==> src/rtl/mem_wb_skid_reg_pkg.sv <==
// Shared pipeline definitions: writeback source encodings, the generic stage-register
// entry layout and the occupancy-keyed state encoding of the MEM->WB skid register.
package pipe_pkg;

   localparam logic [1:0] WB_SEL_ALU  = 2'b00;
   localparam logic [1:0] WB_SEL_MEM  = 2'b01;
   localparam logic [1:0] WB_SEL_IMM  = 2'b10;
   localparam logic [1:0] WB_SEL_ZERO = 2'b11;

   localparam int PIPE_DATA_W  = 8;
   localparam int PIPE_RADDR_W = 3;

   // Default-width stage entry; 'rd' is the destination register index.
   typedef struct packed {
      logic                    valid;
      logic [PIPE_DATA_W-1:0]  data;
      logic [PIPE_RADDR_W-1:0] rd;
      logic                    we;
   } wb_entry_t;

   // State value equals the number of held entries, so it doubles as occupancy.
   typedef enum logic [1:0] {
      OCC_EMPTY = 2'd0,
      OCC_ONE   = 2'd1,
      OCC_TWO   = 2'd2
   } occ_state_e;

endpackage

==> src/rtl/mem_wb_skid_reg_if.sv <==
// MEM->WB boundary bundle: upstream entry handshake plus the writeback/forwarding view.
// Handshake: a transfer happens on a rising edge where valid and ready are both high;
// valid and payload must be held until then, and ready never depends on same-cycle valid.
interface mem_wb_skid_reg_if #(
   parameter int DATA_W  = 8,
   parameter int RADDR_W = 3
) ();

   logic               in_valid_i;
   logic               in_ready_o;
   logic [DATA_W-1:0]  alu_result_i;
   logic [DATA_W-1:0]  mem_data_i;
   logic [DATA_W-1:0]  immed_i;
   logic [1:0]         wb_sel_i;
   logic [RADDR_W-1:0] target_reg_i;
   logic               reg_write_i;

   logic               out_valid_o;
   logic               out_ready_i;
   logic [DATA_W-1:0]  wb_data_o;
   logic [RADDR_W-1:0] target_reg_o;
   logic               reg_write_o;

   logic               fwd_valid_o;
   logic [RADDR_W-1:0] fwd_reg_o;
   logic [DATA_W-1:0]  fwd_data_o;

   modport slave (
      input  in_valid_i, alu_result_i, mem_data_i, immed_i, wb_sel_i,
             target_reg_i, reg_write_i, out_ready_i,
      output in_ready_o, out_valid_o, wb_data_o, target_reg_o, reg_write_o,
             fwd_valid_o, fwd_reg_o, fwd_data_o
   );

   modport master (
      output in_valid_i, alu_result_i, mem_data_i, immed_i, wb_sel_i,
             target_reg_i, reg_write_i, out_ready_i,
      input  in_ready_o, out_valid_o, wb_data_o, target_reg_o, reg_write_o,
             fwd_valid_o, fwd_reg_o, fwd_data_o
   );

endinterface

==> src/rtl/mem_wb_skid_reg_wb_src_mux.sv <==
// Combinational 4:1 writeback source select (ALU / memory / immediate / zero).
module wb_src_mux
   import pipe_pkg::*;
#(
   parameter int DATA_W = 8
) (
   input  logic [1:0]        sel_i,
   input  logic [DATA_W-1:0] alu_i,
   input  logic [DATA_W-1:0] mem_i,
   input  logic [DATA_W-1:0] imm_i,
   output logic [DATA_W-1:0] data_o
);

   always_comb begin
      data_o = '0;
      case (sel_i)
         WB_SEL_ALU:  data_o = alu_i;
         WB_SEL_MEM:  data_o = mem_i;
         WB_SEL_IMM:  data_o = imm_i;
         WB_SEL_ZERO: data_o = '0;
         default:     data_o = '0;
      endcase
   end

endmodule

==> src/rtl/mem_wb_skid_reg.sv <==
// MEM->WB stage register with a 2-entry skid buffer (head H, skid S). Ready comes only
// from registered state, so WB stalls never form a combinational path back into MEM.
module mem_wb_skid_reg
   import pipe_pkg::*;
#(
   parameter int DATA_W  = 8,
   parameter int RADDR_W = 3
) (
   input  logic              clk,
   input  logic              rst_n,
   input  logic              flush_i,
   mem_wb_skid_reg_if.slave  bus,
   output logic [1:0]        occupancy_o
);

   typedef struct packed {
      logic               valid;
      logic [DATA_W-1:0]  data;
      logic [RADDR_W-1:0] rd;
      logic               we;
   } entry_t;

   occ_state_e        state_q, state_d;
   entry_t            h_q, h_d;
   entry_t            s_q, s_d;
   entry_t            in_entry;
   logic [DATA_W-1:0] sel_data;
   logic              accept;
   logic              pop;

   wb_src_mux #(.DATA_W(DATA_W)) u_src_mux (
      .sel_i  (bus.wb_sel_i),
      .alu_i  (bus.alu_result_i),
      .mem_i  (bus.mem_data_i),
      .imm_i  (bus.immed_i),
      .data_o (sel_data)
   );

   assign in_entry = '{valid: 1'b1, data: sel_data, rd: bus.target_reg_i, we: bus.reg_write_i};

   assign accept = bus.in_valid_i & bus.in_ready_o;
   assign pop    = bus.out_valid_o & bus.out_ready_i;

   always_ff @(posedge clk or negedge rst_n) begin
      if (!rst_n) begin
         state_q <= OCC_EMPTY;
         h_q     <= '0;
         s_q     <= '0;
      end else begin
         state_q <= state_d;
         h_q     <= h_d;
         s_q     <= s_d;
      end
   end

   // Vacated slots are always written back to zero so idle outputs read 0.
   always_comb begin
      state_d = state_q;
      h_d     = h_q;
      s_d     = s_q;
      if (flush_i) begin
         state_d = OCC_EMPTY;
         h_d     = '0;
         s_d     = '0;
      end else begin
         case (state_q)
            OCC_EMPTY: begin
               if (accept) begin
                  state_d = OCC_ONE;
                  h_d     = in_entry;
               end
            end
            OCC_ONE: begin
               if (accept && pop) begin
                  h_d = in_entry;
               end else if (accept) begin
                  state_d = OCC_TWO;
                  s_d     = in_entry;
               end else if (pop) begin
                  state_d = OCC_EMPTY;
                  h_d     = '0;
               end
            end
            OCC_TWO: begin
               if (pop) begin
                  state_d = OCC_ONE;
                  h_d     = s_q;
                  s_d     = '0;
               end
            end
            default: begin
               state_d = OCC_EMPTY;
               h_d     = '0;
               s_d     = '0;
            end
         endcase
      end
   end

   assign bus.in_ready_o   = ~s_q.valid;
   assign bus.out_valid_o  = h_q.valid;
   assign bus.wb_data_o    = h_q.data;
   assign bus.target_reg_o = h_q.rd;
   assign bus.reg_write_o  = h_q.valid & h_q.we;

   assign bus.fwd_valid_o  = bus.reg_write_o;
   assign bus.fwd_reg_o    = h_q.rd;
   assign bus.fwd_data_o   = h_q.data;

   assign occupancy_o      = state_q;

endmodule

==> src/flat_wrapper.sv <==
// flat-port wrapper written by rule: the top's interface ports become plain ports
module mem_wb_skid_reg_flat import pipe_pkg::*;
#(
   parameter int DATA_W  = 8,
   parameter int RADDR_W = 3
)
  (clk, rst_n, flush_i, occupancy_o, bus_in_valid_i, bus_alu_result_i, bus_mem_data_i, bus_immed_i, bus_wb_sel_i, bus_target_reg_i, bus_reg_write_i, bus_out_ready_i, bus_in_ready_o, bus_out_valid_o, bus_wb_data_o, bus_target_reg_o, bus_reg_write_o, bus_fwd_valid_o, bus_fwd_reg_o, bus_fwd_data_o);
  mem_wb_skid_reg_if #(.DATA_W(DATA_W), .RADDR_W(RADDR_W)) bus_i ();
  input  logic clk;
  input  logic rst_n;
  input  logic flush_i;
  output logic [1:0] occupancy_o;
  input wire logic [$bits(bus_i.in_valid_i)-1:0] bus_in_valid_i;
  input wire logic [$bits(bus_i.alu_result_i)-1:0] bus_alu_result_i;
  input wire logic [$bits(bus_i.mem_data_i)-1:0] bus_mem_data_i;
  input wire logic [$bits(bus_i.immed_i)-1:0] bus_immed_i;
  input wire logic [$bits(bus_i.wb_sel_i)-1:0] bus_wb_sel_i;
  input wire logic [$bits(bus_i.target_reg_i)-1:0] bus_target_reg_i;
  input wire logic [$bits(bus_i.reg_write_i)-1:0] bus_reg_write_i;
  input wire logic [$bits(bus_i.out_ready_i)-1:0] bus_out_ready_i;
  output wire logic [$bits(bus_i.in_ready_o)-1:0] bus_in_ready_o;
  output wire logic [$bits(bus_i.out_valid_o)-1:0] bus_out_valid_o;
  output wire logic [$bits(bus_i.wb_data_o)-1:0] bus_wb_data_o;
  output wire logic [$bits(bus_i.target_reg_o)-1:0] bus_target_reg_o;
  output wire logic [$bits(bus_i.reg_write_o)-1:0] bus_reg_write_o;
  output wire logic [$bits(bus_i.fwd_valid_o)-1:0] bus_fwd_valid_o;
  output wire logic [$bits(bus_i.fwd_reg_o)-1:0] bus_fwd_reg_o;
  output wire logic [$bits(bus_i.fwd_data_o)-1:0] bus_fwd_data_o;
  assign bus_i.in_valid_i = bus_in_valid_i;
  assign bus_i.alu_result_i = bus_alu_result_i;
  assign bus_i.mem_data_i = bus_mem_data_i;
  assign bus_i.immed_i = bus_immed_i;
  assign bus_i.wb_sel_i = bus_wb_sel_i;
  assign bus_i.target_reg_i = bus_target_reg_i;
  assign bus_i.reg_write_i = bus_reg_write_i;
  assign bus_i.out_ready_i = bus_out_ready_i;
  assign bus_in_ready_o = bus_i.in_ready_o;
  assign bus_out_valid_o = bus_i.out_valid_o;
  assign bus_wb_data_o = bus_i.wb_data_o;
  assign bus_target_reg_o = bus_i.target_reg_o;
  assign bus_reg_write_o = bus_i.reg_write_o;
  assign bus_fwd_valid_o = bus_i.fwd_valid_o;
  assign bus_fwd_reg_o = bus_i.fwd_reg_o;
  assign bus_fwd_data_o = bus_i.fwd_data_o;
  mem_wb_skid_reg #(.DATA_W(DATA_W), .RADDR_W(RADDR_W)) u_core (.clk(clk), .rst_n(rst_n), .flush_i(flush_i), .bus(bus_i), .occupancy_o(occupancy_o));
endmodule
==> config.mk <==
export PLATFORM = sky130hd
export DESIGN_NAME = mem_wb_skid_reg_flat
export DESIGN_NICKNAME = d
export VERILOG_FILES = /design/src/rtl/mem_wb_skid_reg_pkg.sv /design/src/rtl/mem_wb_skid_reg_if.sv /design/src/rtl/mem_wb_skid_reg_wb_src_mux.sv /design/src/rtl/mem_wb_skid_reg.sv /design/src/flat_wrapper.sv
export SDC_FILE = /design/constraint.sdc
export NUM_CORES = 1
export LEC_CHECK = 0
export ABC_AREA = 1
export BUFFER_PORTS_ARGS = -buffer_cell sky130_fd_sc_hd__buf_2
export CELL_PAD_IN_SITES_DETAIL_PLACEMENT = 1
export CELL_PAD_IN_SITES_GLOBAL_PLACEMENT = 1
export CORE_ASPECT_RATIO = 1.1
export CORE_MARGIN = 1
export CORE_UTILIZATION = 28
export CTS_BUF_LIST = sky130_fd_sc_hd__clkbuf_16
export DETAILED_ROUTE_END_ITERATION = 8
export PLACE_DENSITY = 0.7
export SYNTH_ARGS = -nofsm -noshare
export SYNTH_HDL_FRONTEND = slang
export SYNTH_SLANG_ARGS = --single-unit
==> constraint.sdc <==
create_clock -name clk -period 1.55 [get_ports clk]
set_input_delay 0.31 -clock clk [delete_from_list [all_inputs] [get_ports clk]]
set_output_delay 0.31 -clock clk [all_outputs]
set_load 0.01 [all_outputs]
=== Word level (Yosys, flattened, before mapping) ===
Index checks and enable logic that the tools add are counted.

* Output and inout bits: 28
* Word-level logic and storage cells: 50
* Input port bits: 35
* Bits in registers: 28

* Reductions and logical operators: 6
* Bitwise operators: 4
* Mux-type cells: 18
* Equality and inequality tests: 13

{| class="wikitable"
|+ Operators with widths
! operator !! count
|-
| 13-bit 2-to-1 mux || 8
|-
| 13-bit case mux with 3 select lines || 2
|-
| 8-bit case mux with 4 select lines || 1
|-
| 2-bit 2-to-1 mux || 6
|-
| 4-bit AND reduction || 3
|-
| 3-bit by 2-bit != test with 1-bit output, second input constant || 3
|-
| 4-bit by 2-bit != test with 1-bit output, second input constant || 2
|-
| 2-bit equality test, second input constant || 3
|-
| 2-bit case mux with 3 select lines || 1
|-
| 2-bit by 1-bit equality test with 1-bit output, second input constant || 2
|-
| 2-bit logical NOT || 2
|-
| 4-bit != test, second input constant || 1
|-
| 1-bit AND || 3
|-
| 3-bit != test, second input constant || 1
|-
| 2-bit != test, second input constant || 1
|-
| 1-bit logical AND || 1
|-
| 1-bit NOT || 1
|}

=== Logic depth before layout (Yosys ltp) ===
Gate-level depths: netlist of run 1.

* Word-level depth: 6
* Gate-level depth with buffers: 9
* Gate-level depth less buffers: 8

=== Cells and area by module ===
Synthesis of run 1 repeated with hierarchy kept, for this count alone.

* Cells, all modules: 265
* Area total of the unflattened synthesis: 1855.5 um^2

{| class="wikitable"
|+ By module, submodules not included
! module !! seq. area each (um^2) !! times used !! cells each !! area an instance (um^2)
|-
| mem_wb_skid_reg || 700.7 || 1 || 228 || 1667.8
|-
| wb_src_mux || 0.0 || 1 || 37 || 187.7
|}

=== Least setup slack after synthesis of run 1 ===
Ideal clock, no wire load.

* Kind: flip-flop to flip-flop
* From: reg u_core.state_q[1] (netlist: u_core.occupancy_o[1])
* To: reg u_core.h_q (netlist bit u_core.bus.fwd_data_o[0])
* Period minus slack after synthesis: 1.315 ns
* Cell stages (with the launch flop): 10
* Path buffers: 1
* Path slack: 0.235 ns
* Data required time: 1.434 ns
* Arrival time: 1.198 ns
* Setup time: 0.116 ns
* Cell sequence: dfrtp_1 > inv_2 > nand2_1 > nor2_1 > nand2_1 > nand3_2 > nor2_2 > buf_4 > nand2_1 > nand2_1

* Word-level cells in the longest chain between the ends: 3
* Elaborated cells on any way between the ends: 10
* Classes of those cells: eq/ne: 6; mux: 2; reduce/logical: 2

{| class="wikitable"
|+ Ends and longest elaborated chain
! element !! line !! source
|-
| start: declaration || mem_wb_skid_reg.sv:23 || <nowiki>occ_state_e state_q, state_d;</nowiki>
|-
| start signal: assignment || mem_wb_skid_reg.sv:50 || <nowiki>state_q <= state_d;</nowiki>
|-
| 2-bit by 1-bit equality test with 1-bit output (tied with other cells) || mem_wb_skid_reg.sv:66 || <nowiki>case (state_q)</nowiki>
|-
| 4-bit != test (no line) (tied with other cells) || n/a ||
|-
| 4-bit AND reduction (no line) / 13-bit 2-to-1 mux (equally long branches) || n/a ||
|-
| end signal: assignment || mem_wb_skid_reg.sv:47 || <nowiki>h_q <= '0;</nowiki>
|-
| end signal: assignment || mem_wb_skid_reg.sv:51 || <nowiki>h_q <= h_d;</nowiki>
|-
| end: declaration || mem_wb_skid_reg.sv:24 || <nowiki>entry_t h_q, h_d;</nowiki>
|}

Several ways; a longest one is shown, not always the timed one.
A chain may end at the register's enable or synchronous reset.

=== Worst setup path in the final report of run 1 ===
* From: reg u_core.state_q[1] (netlist: u_core.occupancy_o[1])
* To: reg u_core.h_q (netlist bit u_core.bus.fwd_data_o[5])

The elaborated chain is that of the path after synthesis.

==> results.sh, run 1 <==
export IMPL_run_status="finished clean"
export IMPL_worst_setup_hold_path_clk_slew_ns=0.07
export IMPL_setup_worst_path_class="flop to flop"
export IMPL_cts_inserted_buffers=3
export IMPL_finalWeightedCongestion=0.789
export IMPL_power_share_clock_pct=22.0
export IMPL_finish_net_count=328
export IMPL_ys_flop_type="sky130_fd_sc_hd__dfrtp_1"
export IMPL_clock_fmax_mhz=726
export IMPL_worst_path_most_repeated_cell="sky130_fd_sc_hd__nand2_1"
export IMPL_globalRouteTotalUtil_pct=14.4
export IMPL_part_of_the_yosys_area_used_for_sequential_elements_pct=41.3
export IMPL_areal_power_density_over_the_cells_mw_per_mm2=1290
export IMPL_timing_rr_start="u_core.occupancy_o[1]"
export IMPL_ys_warnings_count=0
export IMPL_placement_io_buffers=62
export IMPL_holdBufCountCts=0
export IMPL_timing_critical_path_from="u_core.occupancy_o[1]"
export IMPL_synthesis_area_per_instance_um2=6.84
export IMPL_postSynthCellCount=248
export IMPL_synthToLayoutAreaGrowth_pct=20.7
export IMPL_drc=0
export IMPL_timing_final_max_slew_violations=0
export IMPL_final_hold_viol_count=0
export IMPL_layout_commonest_cell="sky130_fd_sc_hd__nand2_1"
export IMPL_io_pins=63
export IMPL_drt_pre_antenna_iters=4
export IMPL_drt_antenna_violating_nets=0
export IMPL_finalWorstPathRequiredPeriod_ns=1.38
export IMPL_root_buffer="sky130_fd_sc_hd__clkbuf_16"
export IMPL_worst_setup_path_start_kind="flop"
export IMPL_combPwrFrac_pct=40.0
export IMPL_clock_latency_reported_for_the_late_side_of_the_worst_skew_pair_ns=0.26
export IMPL_power_switching_mw=0.994
export IMPL_core_mm2=0.00581
export IMPL_cap_violations=0
export IMPL_maxSlewHeadroom_pct=57.6
export IMPL_synth_enable_flop_cells=0
export IMPL_switching_share_pct=37.5
export IMPL_unrepaired_setup_endpoints_after_global_routing="no"
export IMPL_p_leak_nw=1.26
export IMPL_final_util_pct=35.3
export IMPL_post_cts_resized=0
export IMPL_p_int_mw=1.66
export IMPL_cts_sink_count=28
export IMPL_routed_via_density=4.31
export IMPL_seq_power_share_pct=38.0
export IMPL_gr_total_overflow=0
export IMPL_min_period_over_period_pct=88.9
export IMPL_antenna_found_initial=0
export IMPL_cp_slowest_stage_delay_ns=0.41
export IMPL_die_height_um=83.6
export IMPL_worstPathCellList="inv_2 -> nand2_1 -> nor2_2 -> nand2_1 -> nand3_2 -> nor2_2 -> buf_4 -> nand2_1 -> nand2_1"
export IMPL_detail_route_wirelength_um=4140
export IMPL_post_synth_num_cell_types=18
export IMPL_critPathCaptureType="flop"
export IMPL_worst_path_max_delay_cell="sky130_fd_sc_hd__dfrtp_1"
export IMPL_cts_tree="yes"
export IMPL_setup_violations_final=0
export IMPL_setup_total_negative_slack_ns=0
export IMPL_placement_rows=29
export IMPL_avgRoutedWirePerCell_um=11.2
export IMPL_fp_dieW_um=76.2
export IMPL_h_tree_depth=1
export IMPL_effective_utilization_at_floorplan_pct=29.2
export IMPL_power_ir_vdd_worst_uv=407
export IMPL_synth_seq_cells=28
export IMPL_wire_length_of_the_first_global_routing_pass_um=7420
export IMPL_synthesis_nets=283
export IMPL_cts_max_path_buffers=2
export IMPL_timing_critical_path_fanout_max=13
export IMPL_mostFrequentLayoutCells="sky130_fd_sc_hd__nand2_1, sky130_fd_sc_hd__buf_2, sky130_fd_sc_hd__dfrtp_1"
export IMPL_worst_hold_class="input pin to asynchronous set/reset pin"
export IMPL_die_area_mm2=0.00638
export IMPL_dp_final_hpwl_um=3290
export IMPL_worst_endpoint_required_ns=1.70
export IMPL_vias=1592
export IMPL_dr_first_iter_drc_count=100
export IMPL_share_of_flip_flops_with_an_asynchronous_set_or_reset_pct=100
export IMPL_drive_gt1_share_pct=28.4
export IMPL_cts_setup_buffers=0
export IMPL_grt_start_max_net_pins=29
export IMPL_grt_pass1_vias=1571
export IMPL_fin_worst_skew_ns=0.00350
export IMPL_synth_cell_area_mm2=0.00170
export IMPL_inserted_diodes=0
export IMPL_worstMarginPinSlew_ns=0.636
export IMPL_critical_path_arrival_ns=1.53
[power by group through the flow]
stage / registers, mW / logic, mW / clock network, mW
final: 1.01 / 1.06 / 0.583
after global routing: 1.04 / 1.21 / 0.626
after CTS: 1.01 / 1.09 / 0.592
after detailed placement: 1.03 / 1.08 / 0
after global placement: 1.02 / 1.07 / 0
after floorplan: 1.01 / 0.808 / 0
[sequential cells by signal (all words and copies together) (netlist names)]
register                flops
u_core.occupancy_o          2
u_core.h_q                  1
u_core.bus.fwd_data_o       8
u_core.s_q                 13
u_core.bus.fwd_reg_o        3
u_core.bus.out_valid_o      1
[per-layer routing]
layer	track usage (%)	share of wire, %
met3	1.64	3.9
met2	24.9	48
met5	0	0
met4	5.07	1.6
met1	18.4	46
[final timing paths]
check | to | slack (ns) | cells after the start
max in group asynchronous | u_core.bus.fwd_reg_o[0] | 1.07 | 1
min in group clk | u_core.s_q[2] | 0.28 | 3
max | u_core.bus.fwd_data_o[5] | 0.17 | 9
min | u_core.s_q[9] | 0.07 | 1
min reg2reg | u_core.s_q[4] | 0.47 | 2
max reg2reg | u_core.bus.fwd_data_o[5] | 0.17 | 9
[cell families (layout without fill, tap and decap cells)]
group | after synthesis | in the layout | share of synthesized area, %
flip-flops | 28 | 28 | 41.3
AND/OR/NAND/NOR | 160 | 160 | 37.5
buffers and inverters | 44 | 88 | 15.6
AO/OA/AOI/OAI | 16 | 16 | 5.60
[synth_stat cells (3+ instances only)]
cell	instances	area share (%)
sky130_fd_sc_hd__buf_2	5	1.5
sky130_fd_sc_hd__o21bai_1	4	1.8
sky130_fd_sc_hd__buf_4	25	11
sky130_fd_sc_hd__nor2_2	3	1.1
sky130_fd_sc_hd__nand2_1	134	30
sky130_fd_sc_hd__a21oi_1	7	2.1
sky130_fd_sc_hd__dfrtp_1	28	41
sky130_fd_sc_hd__nor2_1	10	2.2
sky130_fd_sc_hd__nand3_1	10	2.9
sky130_fd_sc_hd__inv_1	11	2.4
[area by class of cell]
cell class	instances	area (um^2)
timing repair buffer	71	390
sequential	28	701
tap	77	96.3
inverter	13	48.8
multi-input combinational	176	733
fill	801	3760
clock buffer	3	75.1
clock inverter	1	3.75
[critical path, delay by kind of cell (launching register included)]
kind	cells	cell delay, ns
flops	1	0.41
buf+inv	2	0.29
simple gates	7	0.55
[per-stage QoR]
stage	area (um^2)	std cells	worst slack [ns]	hold WS, ns	power, mW
after global routing	2050	369	0.0132	0.113	2.88
after CTS	2050	369	0.117	0.0926	2.69
after floorplan	1700	248	0.235	0.0144	1.82
final	2050	369	0.172	0.0673	2.65
after detailed placement	1970	365	0.127	0.372	2.11
after global placement	1970	365	0.152	0.372	2.09
(Power assumes the default switching activity.)
==> inputs of run 2 (changes only) <==
--- a/config.mk
+++ b/config.mk
@@ -14,7 +14,9 @@
 export CORE_UTILIZATION = 28
 export CTS_BUF_LIST = sky130_fd_sc_hd__clkbuf_16
 export DETAILED_ROUTE_END_ITERATION = 8
-export PLACE_DENSITY = 0.7
+export PLACE_DENSITY = 0.67
+export RECOVER_POWER = 100
+export REMOVE_ABC_BUFFERS = 1
 export SYNTH_ARGS = -nofsm -noshare
 export SYNTH_HDL_FRONTEND = slang
 export SYNTH_SLANG_ARGS = --single-unit
==> results.sh, run 2 (synthesis gave the netlist of run 1 again) <==
export IMPL_run_status="finished clean"
export IMPL_root_buffer="sky130_fd_sc_hd__clkbuf_16"
export IMPL_fillers=797
export IMPL_cts_max_path_buffers=2
export IMPL_finalWeightedCongestion=0.759
export IMPL_drc=0
export IMPL_cp_top_family="simple AND/OR/NAND/NOR gates"
export IMPL_die_area_mm2=0.00638
export IMPL_wire_length_of_the_first_global_routing_pass_um=7520
export IMPL_seq_power_share_pct=36.1
export IMPL_globalRouteTotalUtil_pct=14.9
export IMPL_setup_violations_final=0
export IMPL_inserted_diodes=0
export IMPL_setup_worst_path_class="flop to flop"
export IMPL_timing_critical_path_fanout_max=8
export IMPL_vias=1627
export IMPL_unrepaired_setup_endpoints_after_global_routing="no"
export IMPL_drive_gt1_share_pct=20.0
export IMPL_combPwrFrac_pct=37.1
export IMPL_detail_route_wirelength_um=4450
export IMPL_worst_setup_path_start_kind="flop"
export IMPL_worstMarginPinSlew_ns=0.723
export IMPL_h_tree_depth=1
export IMPL_stdcell_area_mm2=0.00207
export IMPL_dp_final_hpwl_um=3250
export IMPL_cp_slowest_stage_delay_ns=0.41
export IMPL_grt_start_max_net_pins=29
export IMPL_final_util_pct=35.7
export IMPL_worst_slack_at_placement_ns=0.131
export IMPL_finish_net_count=331
export IMPL_gr_total_overflow=0
export IMPL_placed_cells_incl_taps=365
export IMPL_dr_first_iter_drc_count=72
export IMPL_clock_latency_reported_for_the_late_side_of_the_worst_skew_pair_ns=0.26
export IMPL_antenna_found_initial=0
export IMPL_power_share_clock_pct=26.7
export IMPL_cts_sink_count=28
export IMPL_drt_antenna_violating_nets=0
export IMPL_fp_dieW_um=76.2
export IMPL_fin_worst_skew_ns=0.00224
export IMPL_io_pins=63
export IMPL_avgRoutedWirePerCell_um=12.0
export IMPL_critical_path_arrival_ns=1.60
export IMPL_switching_share_pct=36.6
export IMPL_total_power_mw=2.83
export IMPL_worst_hold_class="input pin to asynchronous set/reset pin"
export IMPL_p_int_mw=1.80
export IMPL_grt_pass1_vias=1573
export IMPL_p_leak_nw=1.19
export IMPL_critPathCaptureType="flop"
export IMPL_largest_register_ff_count=13
export IMPL_areal_power_density_over_the_cells_mw_per_mm2=1370
export IMPL_finalWorstPathRequiredPeriod_ns=1.44
export IMPL_layout_commonest_cell="sky130_fd_sc_hd__nand2_1"
export IMPL_final_hold_viol_count=0
export IMPL_placement_io_buffers=62
export IMPL_synthToLayoutAreaGrowth_pct=22.1
export IMPL_timing_final_max_slew_violations=0
export IMPL_effective_utilization_at_floorplan_pct=29.2
export IMPL_cts_inserted_buffers=3
export IMPL_mostFrequentLayoutCells="sky130_fd_sc_hd__nand2_1, sky130_fd_sc_hd__buf_2, sky130_fd_sc_hd__clkbuf_1, sky130_fd_sc_hd__dfrtp_1"
export IMPL_worst_setup_hold_path_clk_slew_ns=0.07
export IMPL_cap_violations=0
export IMPL_core_mm2=0.00581
export IMPL_layout_setup_ws_ns=0.107
export IMPL_post_placement_cell_area_mm2=0.00198
export IMPL_min_period_over_period_pct=93.1
export IMPL_regMostFlops="u_core.s_q"
export IMPL_holdBufCountCts=0
export IMPL_clock_fmax_mhz=693
export IMPL_drt_pre_antenna_iters=4
export IMPL_power_switching_mw=1.04
export IMPL_worst_path_max_delay_cell="sky130_fd_sc_hd__dfrtp_1"
export IMPL_worstPathCellList="inv_2 -> buf_4 -> nor2_2 -> nand3_2 -> nand3_2 -> nor2_2 -> buf_4 -> nand2_1 -> nand2_1"
export IMPL_placement_rows=29
export IMPL_final_cell_count_no_fill=372
export IMPL_setup_total_negative_slack_ns=0
export IMPL_power_ir_vdd_worst_uv=646
export IMPL_routed_via_density=4.37
export IMPL_critical_path_n_buffers_inverters=3
export IMPL_finalHoldWorstSlack_ns=0.0922
export IMPL_die_height_um=83.6
export IMPL_worst_endpoint_required_ns=1.71
export IMPL_maxSlewHeadroom_pct=51.8
export IMPL_cts_tree="yes"
-- run 2: changes by cell type in the layout (fill, tap and decap cells not counted) --
cell                        before  now
sky130_fd_sc_hd__buf_12          1    2
sky130_fd_sc_hd__dfrtp_2         0    1
sky130_fd_sc_hd__clkbuf_2        0    1
sky130_fd_sc_hd__clkbuf_1        0   27
sky130_fd_sc_hd__clkinv_1        1    0
sky130_fd_sc_hd__buf_4           8   10
sky130_fd_sc_hd__buf_2          62   34
sky130_fd_sc_hd__nor2_2          4    2
sky130_fd_sc_hd__dfrtp_1        28   27
sky130_fd_sc_hd__bufinv_16       0    1
sky130_fd_sc_hd__nor2_1          9   11
-- run 2: path summary, 6_finish.rpt --
kind	end	depth (start not counted)	slack, ns	from
worst min-delay path	u_core.h_q[0]	1	0.09	rst_n
worst min register to register	u_core.s_q[3]	2	0.47	u_core.s_q[3]
worst max-delay path	u_core.bus.fwd_data_o[1]	9	0.11	u_core.occupancy_o[1]
max in group asynchronous	u_core.occupancy_o[0]	1	0.96	rst_n
worst max register to register	u_core.bus.fwd_data_o[1]	9	0.11	u_core.occupancy_o[1]
min in group clk	u_core.s_q[2]	3	0.27	bus_target_reg_i[1]
-- run 2: power groups by stage --
stage / clock network [mW] / logic (mW) / registers (mW)
final: 0.757 / 1.05 / 1.02
after CTS: 0.776 / 1.11 / 1.02
after global placement: 0 / 1.08 / 1.03
after floorplan: 0 / 0.452 / 1.10
after global routing: 0.820 / 1.19 / 1.05
after detailed placement: 0 / 1.10 / 1.03
-- run 2: layer usage --
layer  vias up  GRT usage (%)  part of all wire (%)
li1        830              -                     -
met1       742           18.9                    45
met2        50           25.6                    49
met3         5           2.40                   4.9
met4         0           4.72                   1.3
met5         -              0                     0
-- run 2: what timing repair did --
| action | 4_1_cts | 5_1_grt |
|---|---|---|
| gates resized for setup | 0 | 1 |
| endpoints found under the setup margin | 0 | 1 |
| endpoints found under the hold margin | 0 | 0 |
| setup buffers | 0 | 3 |
-- run 2: cell type report --
class / instances / area [um^2] / share of cell area, %
Sequential cell: 28 / 702 / 33.9
Clock inverter: 1 / 30.0 / 1.45
Timing Repair Buffer: 74 / 392 / 18.9
Inverter: 13 / 48.8 / 2.36
Multi-Input combinational cell: 176 / 728 / 35.1
Tap cell: 77 / 96.3 / 4.65
Clock buffer: 3 / 75.1 / 3.62
